<file path="config.mk">
export PLATFORM = sky130hd
export DESIGN_NAME = bresenham
export DESIGN_NICKNAME = d
export VERILOG_FILES = /design/src/rtl/bresenham.sv
export SDC_FILE = /design/constraint.sdc
export NUM_CORES = 1
export LEC_CHECK = 0
export CAP_MARGIN = 20
export CORE_ASPECT_RATIO = 1.75
export CORE_MARGIN = 10
export CORE_UTILIZATION = 55
export CTS_CLUSTER_SIZE = 16
export DETAILED_ROUTE_END_ITERATION = 8
export PLACE_DENSITY = 0.81
export SYNTH_ARGS = -nofsm -noshare
export SYNTH_HDL_FRONTEND = slang
export SYNTH_SLANG_ARGS = --single-unit
</file>
<file path="constraint.sdc">
create_clock -name i_clk -period 6.4 [get_ports i_clk]
set_input_delay 1.28 -clock i_clk [delete_from_list [all_inputs] [get_ports i_clk]]
set_output_delay 1.28 -clock i_clk [all_outputs]
set_load 0.005 [all_outputs]
</file>
<file path="src/rtl/bresenham.sv">
// -----------------------------------------------------------------------------
// bresenham
//   Rasterises one line segment (x0,y0)->(x1,y1) using integer Bresenham
//   stepping. The module produces one point per clock into a parallel register
//   bank. Each slot has a valid bit, and a ready flag marks a complete line.
//   Lines with more points than there are slots are truncated. The first
//   P_MAX_LINE_LENGTH points are kept.
//
// Ports
//   i_clk          system clock, rising edge
//   i_reset_n      asynchronous active-low reset
//   i_x0, i_x1     start/end x (unsigned, P_X_COORD_W)
//   i_y0, i_y1     start/end y (unsigned, P_Y_COORD_W)
//   i_load_vals    start pulse. Endpoints are sampled on the edge where it is
//                  high. It is accepted in any state, and in RUN it restarts.
//   o_x_vals       slot k at [k*P_X_COORD_W +: P_X_COORD_W]
//   o_y_vals       slot k at [k*P_Y_COORD_W +: P_Y_COORD_W]
//   o_vals_valid   bit k set -> slot k holds a point
//   o_vals_rdy     line complete; slots are stable until the next load
//   o_truncated    (only with BRESENHAM_TRUNC_FLAG_EN) the last slot was
//                  filled before the end point was reached
//
// Optional feature macro: BRESENHAM_TRUNC_FLAG_EN
// -----------------------------------------------------------------------------
module bresenham #(
    parameter int P_MAX_LINE_LENGTH = 10,
    parameter int P_X_COORD_W       = 11,
    parameter int P_Y_COORD_W       = 10
) (
    input  logic                                   i_clk,
    input  logic                                   i_reset_n,
    input  logic [P_X_COORD_W-1:0]                 i_x0,
    input  logic [P_X_COORD_W-1:0]                 i_x1,
    input  logic [P_Y_COORD_W-1:0]                 i_y0,
    input  logic [P_Y_COORD_W-1:0]                 i_y1,
    input  logic                                   i_load_vals,
    output logic [P_MAX_LINE_LENGTH*P_X_COORD_W-1:0] o_x_vals,
    output logic [P_MAX_LINE_LENGTH*P_Y_COORD_W-1:0] o_y_vals,
    output logic [P_MAX_LINE_LENGTH-1:0]           o_vals_valid,
    output logic                                   o_vals_rdy
`ifdef BRESENHAM_TRUNC_FLAG_EN
    ,
    output logic                                   o_truncated
`endif
);

    // The error term must hold 2*dx and -2*dy without wrapping. One bit
    // covers the doubling and one bit covers the sign.
    localparam int LP_ERR_W = ((P_X_COORD_W > P_Y_COORD_W) ? P_X_COORD_W : P_Y_COORD_W) + 2;
    localparam int LP_K_W   = (P_MAX_LINE_LENGTH > 1) ? $clog2(P_MAX_LINE_LENGTH) : 1;
    localparam logic [LP_K_W-1:0] LP_K_LAST = LP_K_W'(P_MAX_LINE_LENGTH - 1);

    localparam logic [1:0] S_IDLE = 2'd0;
    localparam logic [1:0] S_RUN  = 2'd1;
    localparam logic [1:0] S_DONE = 2'd2;

    logic [1:0]               r_state;
    logic [P_X_COORD_W-1:0]   r_cur_x;
    logic [P_Y_COORD_W-1:0]   r_cur_y;
    logic [P_X_COORD_W-1:0]   r_end_x;
    logic [P_Y_COORD_W-1:0]   r_end_y;
    logic [P_X_COORD_W-1:0]   r_dx;
    logic [P_Y_COORD_W-1:0]   r_dy;
    logic                     r_sx_neg;
    logic                     r_sy_neg;
    logic signed [LP_ERR_W-1:0] r_err;
    logic [LP_K_W-1:0]        r_k;
    logic [P_X_COORD_W-1:0]   r_x_slot [P_MAX_LINE_LENGTH];
    logic [P_Y_COORD_W-1:0]   r_y_slot [P_MAX_LINE_LENGTH];
    logic [P_MAX_LINE_LENGTH-1:0] r_valid;
    logic                     r_rdy;
`ifdef BRESENHAM_TRUNC_FLAG_EN
    logic                     r_trunc;
`endif

    // ---------------------------------------------------------------
    // Load-time setup: absolute deltas, step directions, initial error
    // ---------------------------------------------------------------
    logic                       w_ld_sx_neg;
    logic                       w_ld_sy_neg;
    logic [P_X_COORD_W-1:0]     w_ld_dx;
    logic [P_Y_COORD_W-1:0]     w_ld_dy;
    logic signed [LP_ERR_W-1:0] w_ld_err;

    assign w_ld_sx_neg = (i_x1 < i_x0);
    assign w_ld_sy_neg = (i_y1 < i_y0);
    assign w_ld_dx     = w_ld_sx_neg ? (i_x0 - i_x1) : (i_x1 - i_x0);
    assign w_ld_dy     = w_ld_sy_neg ? (i_y0 - i_y1) : (i_y1 - i_y0);
    assign w_ld_err    = $signed({{(LP_ERR_W-P_X_COORD_W){1'b0}}, w_ld_dx})
                       - $signed({{(LP_ERR_W-P_Y_COORD_W){1'b0}}, w_ld_dy});

    // ---------------------------------------------------------------
    // Per-step Bresenham decision
    // ---------------------------------------------------------------
    logic signed [LP_ERR_W-1:0] w_dx_s;
    logic signed [LP_ERR_W-1:0] w_dy_s;
    logic signed [LP_ERR_W-1:0] w_e2;
    logic                       w_step_x;
    logic                       w_step_y;
    logic signed [LP_ERR_W-1:0] w_err_next;
    logic                       w_at_end;
    logic                       w_last_slot;

    assign w_dx_s      = $signed({{(LP_ERR_W-P_X_COORD_W){1'b0}}, r_dx});
    assign w_dy_s      = $signed({{(LP_ERR_W-P_Y_COORD_W){1'b0}}, r_dy});
    assign w_e2        = r_err + r_err;
    assign w_step_x    = (w_e2 > -w_dy_s);
    assign w_step_y    = (w_e2 < w_dx_s);
    // Both adjustments in the same cycle use the error from before the step.
    assign w_err_next  = r_err - (w_step_x ? w_dy_s : '0) + (w_step_y ? w_dx_s : '0);
    assign w_at_end    = (r_cur_x == r_end_x) && (r_cur_y == r_end_y);
    assign w_last_slot = (r_k == LP_K_LAST);

    // ---------------------------------------------------------------
    // Sequential state
    // ---------------------------------------------------------------
    always_ff @(posedge i_clk or negedge i_reset_n) begin
        if (!i_reset_n) begin
            r_state  <= S_IDLE;
            r_cur_x  <= '0;
            r_cur_y  <= '0;
            r_end_x  <= '0;
            r_end_y  <= '0;
            r_dx     <= '0;
            r_dy     <= '0;
            r_sx_neg <= 1'b0;
            r_sy_neg <= 1'b0;
            r_err    <= '0;
            r_k      <= '0;
            r_valid  <= '0;
            r_rdy    <= 1'b0;
            for (int i = 0; i < P_MAX_LINE_LENGTH; i++) begin
                r_x_slot[i] <= '0;
                r_y_slot[i] <= '0;
            end
`ifdef BRESENHAM_TRUNC_FLAG_EN
            r_trunc  <= 1'b0;
`endif
        end else if (i_load_vals) begin
            // A load takes priority in every state, so it also aborts a running line.
            r_state  <= S_RUN;
            r_cur_x  <= i_x0;
            r_cur_y  <= i_y0;
            r_end_x  <= i_x1;
            r_end_y  <= i_y1;
            r_dx     <= w_ld_dx;
            r_dy     <= w_ld_dy;
            r_sx_neg <= w_ld_sx_neg;
            r_sy_neg <= w_ld_sy_neg;
            r_err    <= w_ld_err;
            r_k      <= '0;
            r_valid  <= '0;
            r_rdy    <= 1'b0;
            for (int i = 0; i < P_MAX_LINE_LENGTH; i++) begin
                r_x_slot[i] <= '0;
                r_y_slot[i] <= '0;
            end
`ifdef BRESENHAM_TRUNC_FLAG_EN
            r_trunc  <= 1'b0;
`endif
        end else if (r_state == S_RUN) begin
            for (int i = 0; i < P_MAX_LINE_LENGTH; i++) begin
                if (r_k == LP_K_W'(i)) begin
                    r_x_slot[i] <= r_cur_x;
                    r_y_slot[i] <= r_cur_y;
                    r_valid[i]  <= 1'b1;
                end
            end
            if (w_at_end || w_last_slot) begin
                r_rdy   <= 1'b1;
                r_state <= S_DONE;
`ifdef BRESENHAM_TRUNC_FLAG_EN
                r_trunc <= !w_at_end;
`endif
            end else begin
                r_err <= w_err_next;
                if (w_step_x) begin
                    r_cur_x <= r_sx_neg ? (r_cur_x - 1'b1) : (r_cur_x + 1'b1);
                end
                if (w_step_y) begin
                    r_cur_y <= r_sy_neg ? (r_cur_y - 1'b1) : (r_cur_y + 1'b1);
                end
                r_k <= r_k + 1'b1;
            end
        end
    end

    // ---------------------------------------------------------------
    // Output packing
    // ---------------------------------------------------------------
    genvar gi;
    generate
        for (gi = 0; gi < P_MAX_LINE_LENGTH; gi++) begin : g_pack
            assign o_x_vals[gi*P_X_COORD_W +: P_X_COORD_W] = r_x_slot[gi];
            assign o_y_vals[gi*P_Y_COORD_W +: P_Y_COORD_W] = r_y_slot[gi];
        end
    endgenerate

    assign o_vals_valid = r_valid;
    assign o_vals_rdy   = r_rdy;
`ifdef BRESENHAM_TRUNC_FLAG_EN
    assign o_truncated  = r_trunc;
`endif

endmodule

</file>
# Word-level counts from Yosys, hierarchy flattened
# Index checks and enable logic that the tools add are counted.
# word_totals
romBits,0
output_inout_bits,221
reg_bits,305
mem_bits_rw,0
mem_count,0
elab_cells,166
inputBits,45
latchBits,0
# op_classes
add_sub_neg,14
n_reduce_logical,31
n_shift,0
n_div,0
n_mul,0
muxes,62
eq_ne,13
bitwise,0
n_lt_le_gt_ge,4
# ops
operator,count
$mux W110,2
$mux W100,2
$mux W10,19
$mux W11,17
$mux W13,3
$reduce_bool A2 Y1,14
$reduce_and A2 Y1,12
$sub A11 B11 Y11,2
$sub A10 B10 Y10,2
$eq A4 B3 Y1 const B,4
$add A13 B11 Y13,1
$add A13 B13 Y13,1
$gt A13 B13 Y1,1
$lt A13 B12 Y1,1
$mux W1,13
$neg A10 Y13,1
$sub A13 B10 Y13,1
$mux W4,3
$sub A11 B10 Y12,1
$add A11 B1 Y11 const B,1
$eq A11 B11 Y1,1
$lt A11 B11 Y1,1
$sub A11 B1 Y11 const B,1
$add A10 B1 Y10 const B,1
other kinds (14),19

# Logic depth before layout (Yosys ltp)
# logic_depth
ltp_word,8
depth_mapped,23
mapped_depth_nobuf,23

# Worst setup path before layout
# No wires, ideal clock.
# synth_timing
kind,input to register
from,in i_y1[0]
to,reg r_err[10]
setup_time_ps,79
arrival_time_ps,4612
required_time_ps,6321
n_path_buf,1
path_slack_ps,1708
path_stages,21
cell_sequence,inv_1 > ha_1 > inv_1 > fa_1 > a21o_1 > a21o_1 > a22oi_4 > buf_6 > mux2i_1 > o211ai_1 > a211o_1 > nand2_1 > a21oi_1 > ha_1 > o21ai_0 > a21oi_1 > o21a_1 > a21o_1 > a21oi_1 > xnor3_1 > mux2i_1
# synth_between
elab_chain_len,4
elab_cells_between_ends,6
classes_between,add/sub (3); order compare (1); mux (2)
# synth_lines
element,line_no,text
from (decl),35,"input logic [P_Y_COORD_W-1:0] i_y1,"
$sub A10 B10 Y10 / $lt A10 B10 Y1 (equally long branches),"88, 86",
$mux W10 *,88,assign w_ld_dy = w_ld_sy_neg ? (i_y0 - i_y1) : (i_y1 - i_y0);
$sub A11 B10 Y12 *,90,"- $signed({{(LP_ERR_W-P_Y_COORD_W){1'b0}}, w_ld_dy});"
$mux W13 *,139,end else if (i_load_vals) begin
to (signal assigned),150,r_err <= w_ld_err;
to (signal assigned),176,r_err <= w_err_next;
to (decl),66,logic signed [LP_ERR_W-1:0] r_err;
# Every way passes the cells marked *; elsewhere a longest branch is shown, timed or not.
# A chain may end at the register's enable or synchronous reset.

# Final worst setup path
# layout_timing
from,reg r_dy[4]
to,reg r_err[11]
# layout_between
elab_chain_len,8
# layout_lines
element,line_no,text
from (decl),63,logic [P_Y_COORD_W-1:0] r_dy;
from (signal assigned),147,r_dy <= w_ld_dy;
$neg A10 Y13,107,assign w_step_x = (w_e2 > -w_dy_s);
$gt A13 B13 Y1,107,
$mux W10 *,110,assign w_err_next = r_err - (w_step_x ? w_dy_s : '0) + (w_step_y ? w_dx_s : '0);
$sub A13 B10 Y13 *,110,
$add A13 B11 Y13 *,110,
$mux W13 *,169,if (w_at_end || w_last_slot) begin
$mux W13 *,161,end else if (r_state == S_RUN) begin
$mux W13 *,139,
# Every way passes the cells marked *; elsewhere a longest branch is shown, timed or not. The select of a mux whose other input is x is not followed.

==> summary.md <==
| Metric | Value |
|---|---|
| Status | complete, no violations |
| Max Slew Vio Count | 0 |
| Setup TNS Final | 0 ps |
| Flop pwr share | 33.0% |
| Clock Path Buffers | 3 |
| Worst Reg-to-Reg Cells | 21 |
| Number of synthesized flops with an enable pin | 0 |
| Clock-pin slew on the worst setup and hold paths | 70 ps |
| Crit Reg-Reg Startpoint | r_dy[4]$_DFFE_PN0P_ |
| Fmax achieved | 0.179 GHz |
| Syn Area/Cell | 8.75 um2 |
| Maxcap violations | 0 |
| Gr usage total | 27.1% |
| Initial antenna violation count | 0 |
| Worst hold path type | register to register |
| Wire length per cell | 21.4 um |
| Crit end category | register |
| Pin count of the biggest net entering global routing | 146 |
| Post-synth cell types | 75 |
| Internal | 4840 uW |
| Switching portion of total power | 42.3% |
| Tmin final | 5580 ps |
| TritonRoute pass-1 iters | 5 |
| Comb power frac | 46.6% |
| CP startpoint | r_dy[4]$_DFFE_PN0P_ |
| Synth warnings | 0 |
| CTS-repair resized insts | 0 |
| Slew @ Worst Pin | 1130 ps |
| Mapped cell area | 0.0170 mm2 |
| Hold depth | 2 |
| Row count | 85 |
| Core Region | 0.0306 mm2 |
| Setup Fix Bufs, Post-CTS | 0 |
| Cts hold-fix bufs | 0 |
| Cts bufs inserted | 27 |
| Post-Place Cells | 2496 |
| Top FF cell, synth | dfrtp_1 |
| Worst Path Buf+Inv | 1 |
| CP Data Required Time | 6810 ps |
| Instance count on the critical path | 21 |
| CP max stage delay | 460 ps |
| Synthesized flop and latch total | 303 |
| Fillers | 2455 |
| Placer Congestion | 0.911 |
| Die X | 153 um |
| Synth Net Count | 2111 |
| Port bufs | 265 |
| CTS tree | done |
| CTS sink count | 303 |
| Grt ovf | 0 |
| RSZ-0062 raised after global routing | false |
| Psw | 3550 uW |
| Skew final | 18.4 ps |
| Final-report setup violation count | 0 |
| CP Class | register to register |
| Vias | 14900 |
| Area delta synth->final | 22.2% |
| Die ar. | 0.0386 mm2 |
| Detailed placement HPWL | 39900 um |
| Final core utilization | 67.8% |
| Period utilisation layout | 87.2% |
| CP max stage cell | dfrtp_1 |
| Chip Height | 252 um |
| Fin. Hold Viols | 0 |
| Max VDD drop | 0.750 mV |
| # nets final | 2306 |
| R2r endpoint | r_err[11]$_DFFE_PN0P_ |
| CP endpoint | r_err[11]$_DFFE_PN0P_ |
| Layout cells sized above 1 | 5.33% |
| Ys async rst share | 100% |
| Post-route ant nets | 0 |
| CP Launch Type | register |
| CTS Root Cell | clkbuf_16 |
| Top delay family on crit path | compound AO/OA/AOI/OAI gates |
| Crit path max fanout | 10 |
| Reg2Reg Setup Slack | 820 ps |
| CP Cell Sequence | nor4_1 > nand2_1 > o41ai_1 > o21ai_0 > ha_1 > and3_1 > nand3_1 > a221oi_1 > o21a_1 > and2_1 > fa_1 > inv_1 > ha_1 > a211oi_1 > o21ai_1 > a211oi_1 > o21a_1 > o21ai_0 > a21oi_1 > xnor2_1 > o22ai_1 |
| Vias per cell | 5.86 |
| Leakage power | 0.00928 uW |
| Initial DRC Count | 1003 |
| Vias in the first global route | 15300 |
| DRC | 0 |
| Antenna Cells | 0 |
| Ports | 266 |
| P per Cell Area | 404 mW/mm2 |
| Post-Syn Instances | 1942 |
| Initial Utilization | 55.4% |
| Max_slew headroom | 24.3% |
| Worst EP arrival | 5990 ps |
| First-pass GRT wire length | 84200 um |
| Routed WL | 54500 um |
| Clock Latency Late Sink | 560 ps |
| Finished Layout Cells | 2549 |
| Register area share after synthesis | 44.6% |
| Clock power share | 20.4% |
| H-tree depth | 1 |
==> state kept, by name (all words and copies together), names as in the netlist <==
register      flops
r_end_x          11
r_cur_y          10
r_err            12
o_x_vals        110
o_y_vals        100
r_end_y          10
o_vals_rdy        1
r_state           1
r_dy             10
r_k               4
r_dx             11
r_sy_neg          1
r_cur_x          11
o_vals_valid     10
r_sx_neg          1
==> tightest hold or removal path: stages (launching register included) <==
cell	delay [ps]
dfrtp_1	340
nor2_1	50
nor2_1	70
==> worst min path at each step <==
stage                                            from                           to  slack, ps
after CTS                 o_vals_valid[3]$_DFFE_PN0P_  o_vals_valid[3]$_DFFE_PN0P_        500
after detailed placement  o_vals_valid[3]$_DFFE_PN0P_  o_vals_valid[3]$_DFFE_PN0P_        480
final                     o_vals_valid[3]$_DFFE_PN0P_  o_vals_valid[3]$_DFFE_PN0P_        500
after global routing      o_vals_valid[9]$_DFFE_PN0P_  o_vals_valid[9]$_DFFE_PN0P_        530
after global placement    o_vals_valid[9]$_DFFE_PN0P_  o_vals_valid[9]$_DFFE_PN0P_        480
after floorplan                r_state[0]$_DFFE_PN0P_       r_state[0]$_DFFE_PN0P_        460
==> kinds of logic (layout without fill, tap and decap cells) <==
logic type,count (synthesis),after routing,share of synthesized area [%]
buffers and inverters,232,448,5.25
adder cells (fa/ha/maj),124,124,9.89
flip-flops,303,303,44.6
XOR/XNOR,69,69,3.64
multiplexers,71,71,4.49
AND/OR/NAND/NOR,717,717,17.7
AO/OA/AOI/OAI,426,426,14.4
==> power groups by stage <==
stage,registers [uW],logic (uW),clock network (uW)
2_1_floorplan,2390,2940,0
3_3_place_gp,2770,3700,0
3_5_place_dp,2780,3830,0
4_1_cts,2750,3870,1720
5_1_grt,2780,4350,1790
6_report,2770,3910,1710
==> synth_stat cells (all sizes together) (10+ instances only) <==
cell      n  area [um2]
a211oi   12        95.1
a21o     16         120
a21oi   264        1330
and2     13        81.3
clkbuf  105         395
dfrtp   303        7580
fa       17         340
ha      107        1340
inv     119         447
mux2     38         432
mux2i    33         330
nand2   499        1870
nand2b   10        62.6
nand3    25         125
nor2     86         333
nor2b    19         119
nor3     21         105
o21ai    70         354
xnor2    31         272
xor2     37         324
==> layout by cell type, fill, tap and decap left out, types with 37 or more instances in the layout <==
cell / instances
a21oi_1: 262
clkdlybuf4s50_1: 263
dfrtp_1: 303
ha_1: 107
inv_1: 117
nand2_1: 499
nor2_1: 83
o21ai_0: 59
xor2_1: 37
==> layout make-up <==
type	instances	area (um2)	share of cell area (%)
clock buffer	34	732	3.53
clock inverter	16	189	0.910
inverter	119	447	2.15
multi-input combinational	1407	8530	41.1
sequential	303	7580	36.5
tap	391	489	2.36
timing repair buffer	279	2790	13.4
==> layer usage <==
metal	routed length, um	track usage [%]	up-vias
li1	-	-	6857
met1	18500	27.2	7252
met2	28000	48.9	623
met3	3350	4.28	197
met4	4680	21.1	0
met5	0	0	-
==> metrics by stage <==
stage               power, uW  hold WS, ps  instance area [um2]  worst slack [ps]
finish                   8390          496                20800               821
global route             8920          526                20800               439
CTS                      8340          500                20700               900
global placement         6470          478                19800               706
floorplan                5330          459                17000              1710
detailed placement       6610          484                19800               548
No activity file was read; power rests on OpenSTA's default activity.
